--- src/rtl/uart_pkg.sv ---
// Shared UART receive definitions.
// FSM state encoding, sample-point helpers and data-width limits.
package uart_pkg;

  typedef enum logic [2:0] {
    IDLE,
    START,
    DATA,
    STOP,
    BREAK_WAIT
  } rx_state_e;

  localparam int OVERSAMPLE_DEF = 16;
  localparam int DATA_BITS_MIN  = 5;
  localparam int DATA_BITS_MAX  = 9;

  // Three mid-bit sample points around the centre of a bit.
  function automatic int smp_lo(input int os);
    return os / 2 - 1;
  endfunction

  function automatic int smp_mid(input int os);
    return os / 2;
  endfunction

  function automatic int smp_hi(input int os);
    return os / 2 + 1;
  endfunction

  function automatic logic maj3(
    input logic a,
    input logic b,
    input logic c
  );
    return (a & b) | (a & c) | (b & c);
  endfunction

endpackage

--- src/rtl/uart_rx_sync.sv ---
// Multi-flop synchronizer for the asynchronous rx pad.
// Resets to the idle-high line level.
module uart_rx_sync #(
  parameter int STAGES = 2
) (
  input  logic clk,
  input  logic rst,
  input  logic d,
  output logic q
);

  logic [STAGES-1:0] ff;

  // Shift the pad level through the flop chain.
  always_ff @(posedge clk) begin
    if (rst) begin
      ff <= '1;
    end else begin
      ff <= {ff[STAGES-2:0], d};
    end
  end

  assign q = ff[STAGES-1];

endmodule

--- src/rtl/uart_rx_core.sv ---
// UART receiver: oversampled start/data/stop deserializer
// with a one-deep valid/ready holding register.
module uart_rx_core
  import uart_pkg::*;
#(
  parameter int DATA_BITS   = 8,
  parameter int OVERSAMPLE  = OVERSAMPLE_DEF,
  parameter int SYNC_STAGES = 2
) (
  input  logic                 clk,
  input  logic                 rst,
  input  logic                 enable,
  input  logic                 baud_tick,
  input  logic                 rx,
  output logic [DATA_BITS-1:0] m_data,
  output logic                 m_valid,
  input  logic                 m_ready,
  output logic                 busy,
  output logic                 framing_error,
  output logic                 overrun
);

  localparam int TW = $clog2(OVERSAMPLE);
  localparam int BW = $clog2(DATA_BITS);

  localparam logic [TW-1:0] T_LO   = TW'(smp_lo(OVERSAMPLE));
  localparam logic [TW-1:0] T_MID  = TW'(smp_mid(OVERSAMPLE));
  localparam logic [TW-1:0] T_HI   = TW'(smp_hi(OVERSAMPLE));
  localparam logic [TW-1:0] T_LAST = TW'(OVERSAMPLE - 1);
  localparam logic [BW-1:0] B_LAST = BW'(DATA_BITS - 1);

  rx_state_e             state;
  logic [TW-1:0]         tcnt;
  logic [BW-1:0]         bcnt;
  logic [2:0]            smp;
  logic [DATA_BITS-1:0]  shreg;
  logic                  rx_s;
  logic                  bit_maj;
  logic                  stop_maj;
  logic                  stop_tick;
  logic                  frame_ok;

  uart_rx_sync #(
    .STAGES(SYNC_STAGES)
  ) u_sync (
    .clk(clk),
    .rst(rst),
    .d  (rx),
    .q  (rx_s)
  );

  // The stop decision is taken on the third sample tick itself,
  // so the live rx_s stands in for the not-yet-registered sample.
  assign bit_maj   = maj3(smp[0], smp[1], smp[2]);
  assign stop_maj  = maj3(smp[0], smp[1], rx_s);
  assign stop_tick = (state == STOP) && baud_tick && (tcnt == T_HI);
  assign frame_ok  = enable && stop_tick && stop_maj;
  assign busy      = (state != IDLE);

  // Receive FSM: start validation, data shift, stop check, break wait.
  always_ff @(posedge clk) begin
    if (rst) begin
      state         <= IDLE;
      tcnt          <= '0;
      bcnt          <= '0;
      smp           <= '0;
      shreg         <= '0;
      framing_error <= 1'b0;
    end else begin
      framing_error <= 1'b0;
      if (!enable) begin
        state <= IDLE;
        tcnt  <= '0;
        bcnt  <= '0;
      end else if (baud_tick) begin
        if (state != IDLE) begin
          if (tcnt == T_LO)  smp[0] <= rx_s;
          if (tcnt == T_MID) smp[1] <= rx_s;
          if (tcnt == T_HI)  smp[2] <= rx_s;
        end
        unique case (state)
          IDLE: begin
            if (!rx_s) begin
              state <= START;
              tcnt  <= TW'(1);
            end
          end
          START: begin
            if (tcnt == T_LAST) begin
              tcnt  <= '0;
              bcnt  <= '0;
              state <= bit_maj ? IDLE : DATA;
            end else begin
              tcnt <= tcnt + 1'b1;
            end
          end
          DATA: begin
            if (tcnt == T_LAST) begin
              tcnt  <= '0;
              shreg <= {bit_maj, shreg[DATA_BITS-1:1]};
              if (bcnt == B_LAST) begin
                state <= STOP;
              end else begin
                bcnt <= bcnt + 1'b1;
              end
            end else begin
              tcnt <= tcnt + 1'b1;
            end
          end
          STOP: begin
            if (tcnt == T_HI) begin
              tcnt <= '0;
              if (stop_maj) begin
                state <= IDLE;
              end else begin
                framing_error <= 1'b1;
                state         <= BREAK_WAIT;
              end
            end else begin
              tcnt <= tcnt + 1'b1;
            end
          end
          BREAK_WAIT: begin
            if (rx_s) state <= IDLE;
          end
          default: state <= IDLE;
        endcase
      end
    end
  end

  // Holding register: accept/clear handshake and overrun on a full slot.
  always_ff @(posedge clk) begin
    if (rst) begin
      m_data  <= '0;
      m_valid <= 1'b0;
      overrun <= 1'b0;
    end else begin
      overrun <= 1'b0;
      if (m_valid && m_ready) m_valid <= 1'b0;
      if (frame_ok) begin
        if (!m_valid || m_ready) begin
          m_data  <= shreg;
          m_valid <= 1'b1;
        end else begin
          overrun <= 1'b1;
        end
      end
    end
  end

endmodule

--- config.mk ---
export PLATFORM = sky130hd
export DESIGN_NAME = uart_rx_core
export DESIGN_NICKNAME = d
export VERILOG_FILES = /design/src/rtl/uart_pkg.sv /design/src/rtl/uart_rx_sync.sv /design/src/rtl/uart_rx_core.sv
export SDC_FILE = /design/constraint.sdc
export NUM_CORES = 1
export LEC_CHECK = 0
export BUFFER_PORTS_ARGS = -buffer_cell sky130_fd_sc_hd__buf_2
export CORE_ASPECT_RATIO = 1.75
export CORE_MARGIN = 2
export CORE_UTILIZATION = 55
export CTS_CLUSTER_SIZE = 10
export DETAILED_ROUTE_END_ITERATION = 8
export PLACE_DENSITY = 0.83
export SYNTH_ARGS = -nofsm -noshare
export SYNTH_HDL_FRONTEND = slang
export SYNTH_SLANG_ARGS = --single-unit
--- constraint.sdc ---
create_clock -name clk -period 3.1 [get_ports clk]
set_input_delay 0.62 -clock clk [delete_from_list [all_inputs] [get_ports clk]]
set_output_delay 0.62 -clock clk [all_outputs]
set_load 0.01 [all_outputs]
==> impl_metrics.env <==
export IMPL_grt_max_degree=34
export IMPL_die_h_um=77.9
export IMPL_worst_r2r_path_depth=5
export IMPL_setup_viol=0
export IMPL_rows=26
export IMPL_hold_path_class="reg -> reg"
export IMPL_cts_buffer_depth=2
export IMPL_postCtsSetupBuffers=0
export IMPL_cp_start_kind="flop"
export IMPL_crit_path_top_delay_cell="dfxtp_1"
export IMPL_dp_hpwl_um=2480
export IMPL_cts_tree="done"
export IMPL_insertion_delay_ns=0.29
export IMPL_cp_end_kind="primary output"
export IMPL_max_slew_margin_pct=60.2
export IMPL_syn2layout_area_growth_pct=8.89
export IMPL_critPathKind="reg -> out"
export IMPL_r2r_slack_ns=1.27
export IMPL_yosys_area_top_type="dfxtp_1"
export IMPL_timing_rr_end="shreg[6]"
export IMPL_fp_dieW_um=46.2
export IMPL_path_max_fanout=14
export IMPL_track_usage_pct=22.8
export IMPL_critPathRequiredTime_ns=2.48
export IMPL_hold_path_end="u_sync.ff[1]"
export IMPL_rsz0062_at_grt="false"
export IMPL_ctsResizeCount=0
export IMPL_leakagePower_nw=0.722
export IMPL_drive_gt1_share_pct=17.9
export IMPL_wl_per_cell_um=14.3
export IMPL_path_clk_slew_ns=0.06
export IMPL_initial_core_util_pct=58.0
export IMPL_crit_family="simple AND/OR/NAND/NOR gates"
export IMPL_cp_cell_sequence="nor2_1 -> nand2_1 -> buf_2"
export IMPL_synthTopCellsByCount="34 x dfxtp_1, 20 x mux2i_1, 19 x nand2b_1"
export IMPL_die_area_mm2=0.00360
export IMPL_synth_top_area_share_pct=39.7
export IMPL_total_power_mw=0.808
export IMPL_numCtsBuffers=5
export IMPL_hold_start="u_sync.ff[0]"
export IMPL_drt_vias_per_instance=5.50
export IMPL_n_antenna_cell=0
export IMPL_cts_sinks=34
export IMPL_overflow=0
export IMPL_synth_flop_cell="dfxtp_1"
export IMPL_drt_initial_drc_count=29
export IMPL_whs_path_depth=1
export IMPL_fin_crit_sh_pct=64.6
export IMPL_synthTopCellsByArea="dfxtp_1 40%, mux2i_1 12%, nand2b_1 6.9%, nor2_1 3.7%, ha_1 3.6%"
export IMPL_port_buffers=17
export IMPL_core_area_mm2=0.00296
export IMPL_dp_slack_ns=1.16
export IMPL_setup_ws_ns=1.10
export IMPL_crit_buf_inv=1
export IMPL_antenna_found_initial=0
export IMPL_r2r_start="tcnt[0]"
export IMPL_synth_cell_type_count=45
export IMPL_max_cap_viol_count=0
export IMPL_hold_violations=0
export IMPL_synth_nets=192
export IMPL_seq_area_frac_synth_pct=39.7
export IMPL_ant_nets=0
export IMPL_netlist_area_mm2=0.00172
export IMPL_ioPinCount=18
export IMPL_num_vias=1309
export IMPL_finalNonFillerCells=238
export IMPL_synth_most_common_cell="dfxtp_1"
export IMPL_synth_seq_cells=34
export IMPL_yosysWarnings=0
export IMPL_cts_hold_buf=0
export IMPL_grt_pass1_vias=1325
export IMPL_tightest_slew_ns=0.597
export IMPL_slew_violations=0
export IMPL_cellPowerDensity_mw_per_mm2=432
export IMPL_cts_max_level=2
export IMPL_timing_hold_ws_ns=0.412
export IMPL_grt_pass1_wl_um=5970
export IMPL_cts_root_buf="clkbuf_8"
export IMPL_gp_congestion=0.932
export IMPL_dr_pass1_iters=4
export IMPL_vdd_ir_drop_max_uv=360
export IMPL_synth_edf_count=0
export IMPL_drc_errors=0
export IMPL_layout_min_cycle_time_ns=2.00
export IMPL_dp_cells=230
export IMPL_layout_nets=206
export IMPL_avgSynthCellArea_um2=9.48
export IMPL_max_freq_mhz=499
export IMPL_cp_data_arrival_time_ns=1.38
export IMPL_cpPeakStageDelay_ns=0.45
export IMPL_syn_inst=181
export IMPL_finalClockSkew_ns=0.00978
export IMPL_setup_tns_final_ns=0
export IMPL_wirelength_um=3400
export IMPL_synth_async_reset_ratio_pct=0
export IMPL_status="completed"
metal layers:
metal / vias up / routed length, µm / track usage (%)
met2: 28 / 1800 / 36.7
met3: 12 / 131 / 4.42
met4: 0 / 142 / 15.1
met1: 607 / 1320 / 25.7
li1: 662 / - / -
met5: - / 0 / 0
cells by family after synthesis:
family,count (synthesis),synth area share [%]
AND/OR/NAND/NOR,76,26.9
adder cells (fa/ha/maj),7,4.88
XOR/XNOR,1,0.510
buffers and inverters,16,5.98
AO/OA/AOI/OAI,27,10.4
multiplexers,20,11.7
flip-flops,34,39.6
flip-flops by register name, indices dropped and copies added (netlist names), 2 cells and up:
| register | cells |
|---|---|
| m_data | 8 |
| shreg | 8 |
| tcnt | 4 |
| bcnt | 3 |
| smp | 3 |
| state | 3 |
| u_sync.ff | 2 |
layout make-up:
class / instances / area (µm²)
Clock buffer: 7 / 86.3
Tap cell: 42 / 52.6
Fill cell: 259 / 1090
Inverter: 5 / 18.8
Multi-Input combinational cell: 131 / 933
Timing Repair Buffer: 18 / 92.6
Sequential cell: 34 / 681
Clock inverter: 1 / 5.00
worst max path at each step:
stage / start / end / slack, ns / depth (start not counted)
finish: state[1] / busy / 1.10 / 3
global route: state[1] / busy / 0.96 / 3
CTS: state[1] / busy / 1.10 / 3
detailed placement: rst / state[0] / 1.16 / 5
global placement: rst / state[0] / 1.24 / 5
floorplan: bcnt[0] / bcnt[1] / 1.42 / 6
metrics by stage:
stage | utilization [%] | instance area [µm²]
after global routing | 63.1 | 1870
after floorplan | - | 1720
after detailed placement | 60.1 | 1780
after CTS | 63.1 | 1870
after global placement | 60.1 | 1780
final | 63.1 | 1870
cells in the final DEF, fill, tap and decap left out, drive strengths merged, types with 2 or more instances in the layout:
cell	synthesis	layout
buf	7	18
nand4b	2	2
nor2	17	17
inv	5	5
ha	5	5
dfxtp	34	34
or4	2	2
maj3	2	2
nand2b	20	20
nand3	5	5
a21oi	7	7
clkbuf	4	7
mux2i	20	20
nor3b	2	2
nand3b	2	2
a31oi	2	2
or3	2	2
nor4b	2	2
nand2	7	7
o21ai	6	6
a22oi	2	2
or2	3	3
nor2b	2	2
nor3	5	5
o211ai	2	2
power breakdown:
group,switching [mW],internal [mW]
registers,0.00237,0.438
logic,0.0173,0.0116
clock network,0.159,0.179
total,0.179,0.629
No activity file was read; power rests on OpenSTA's default activity.
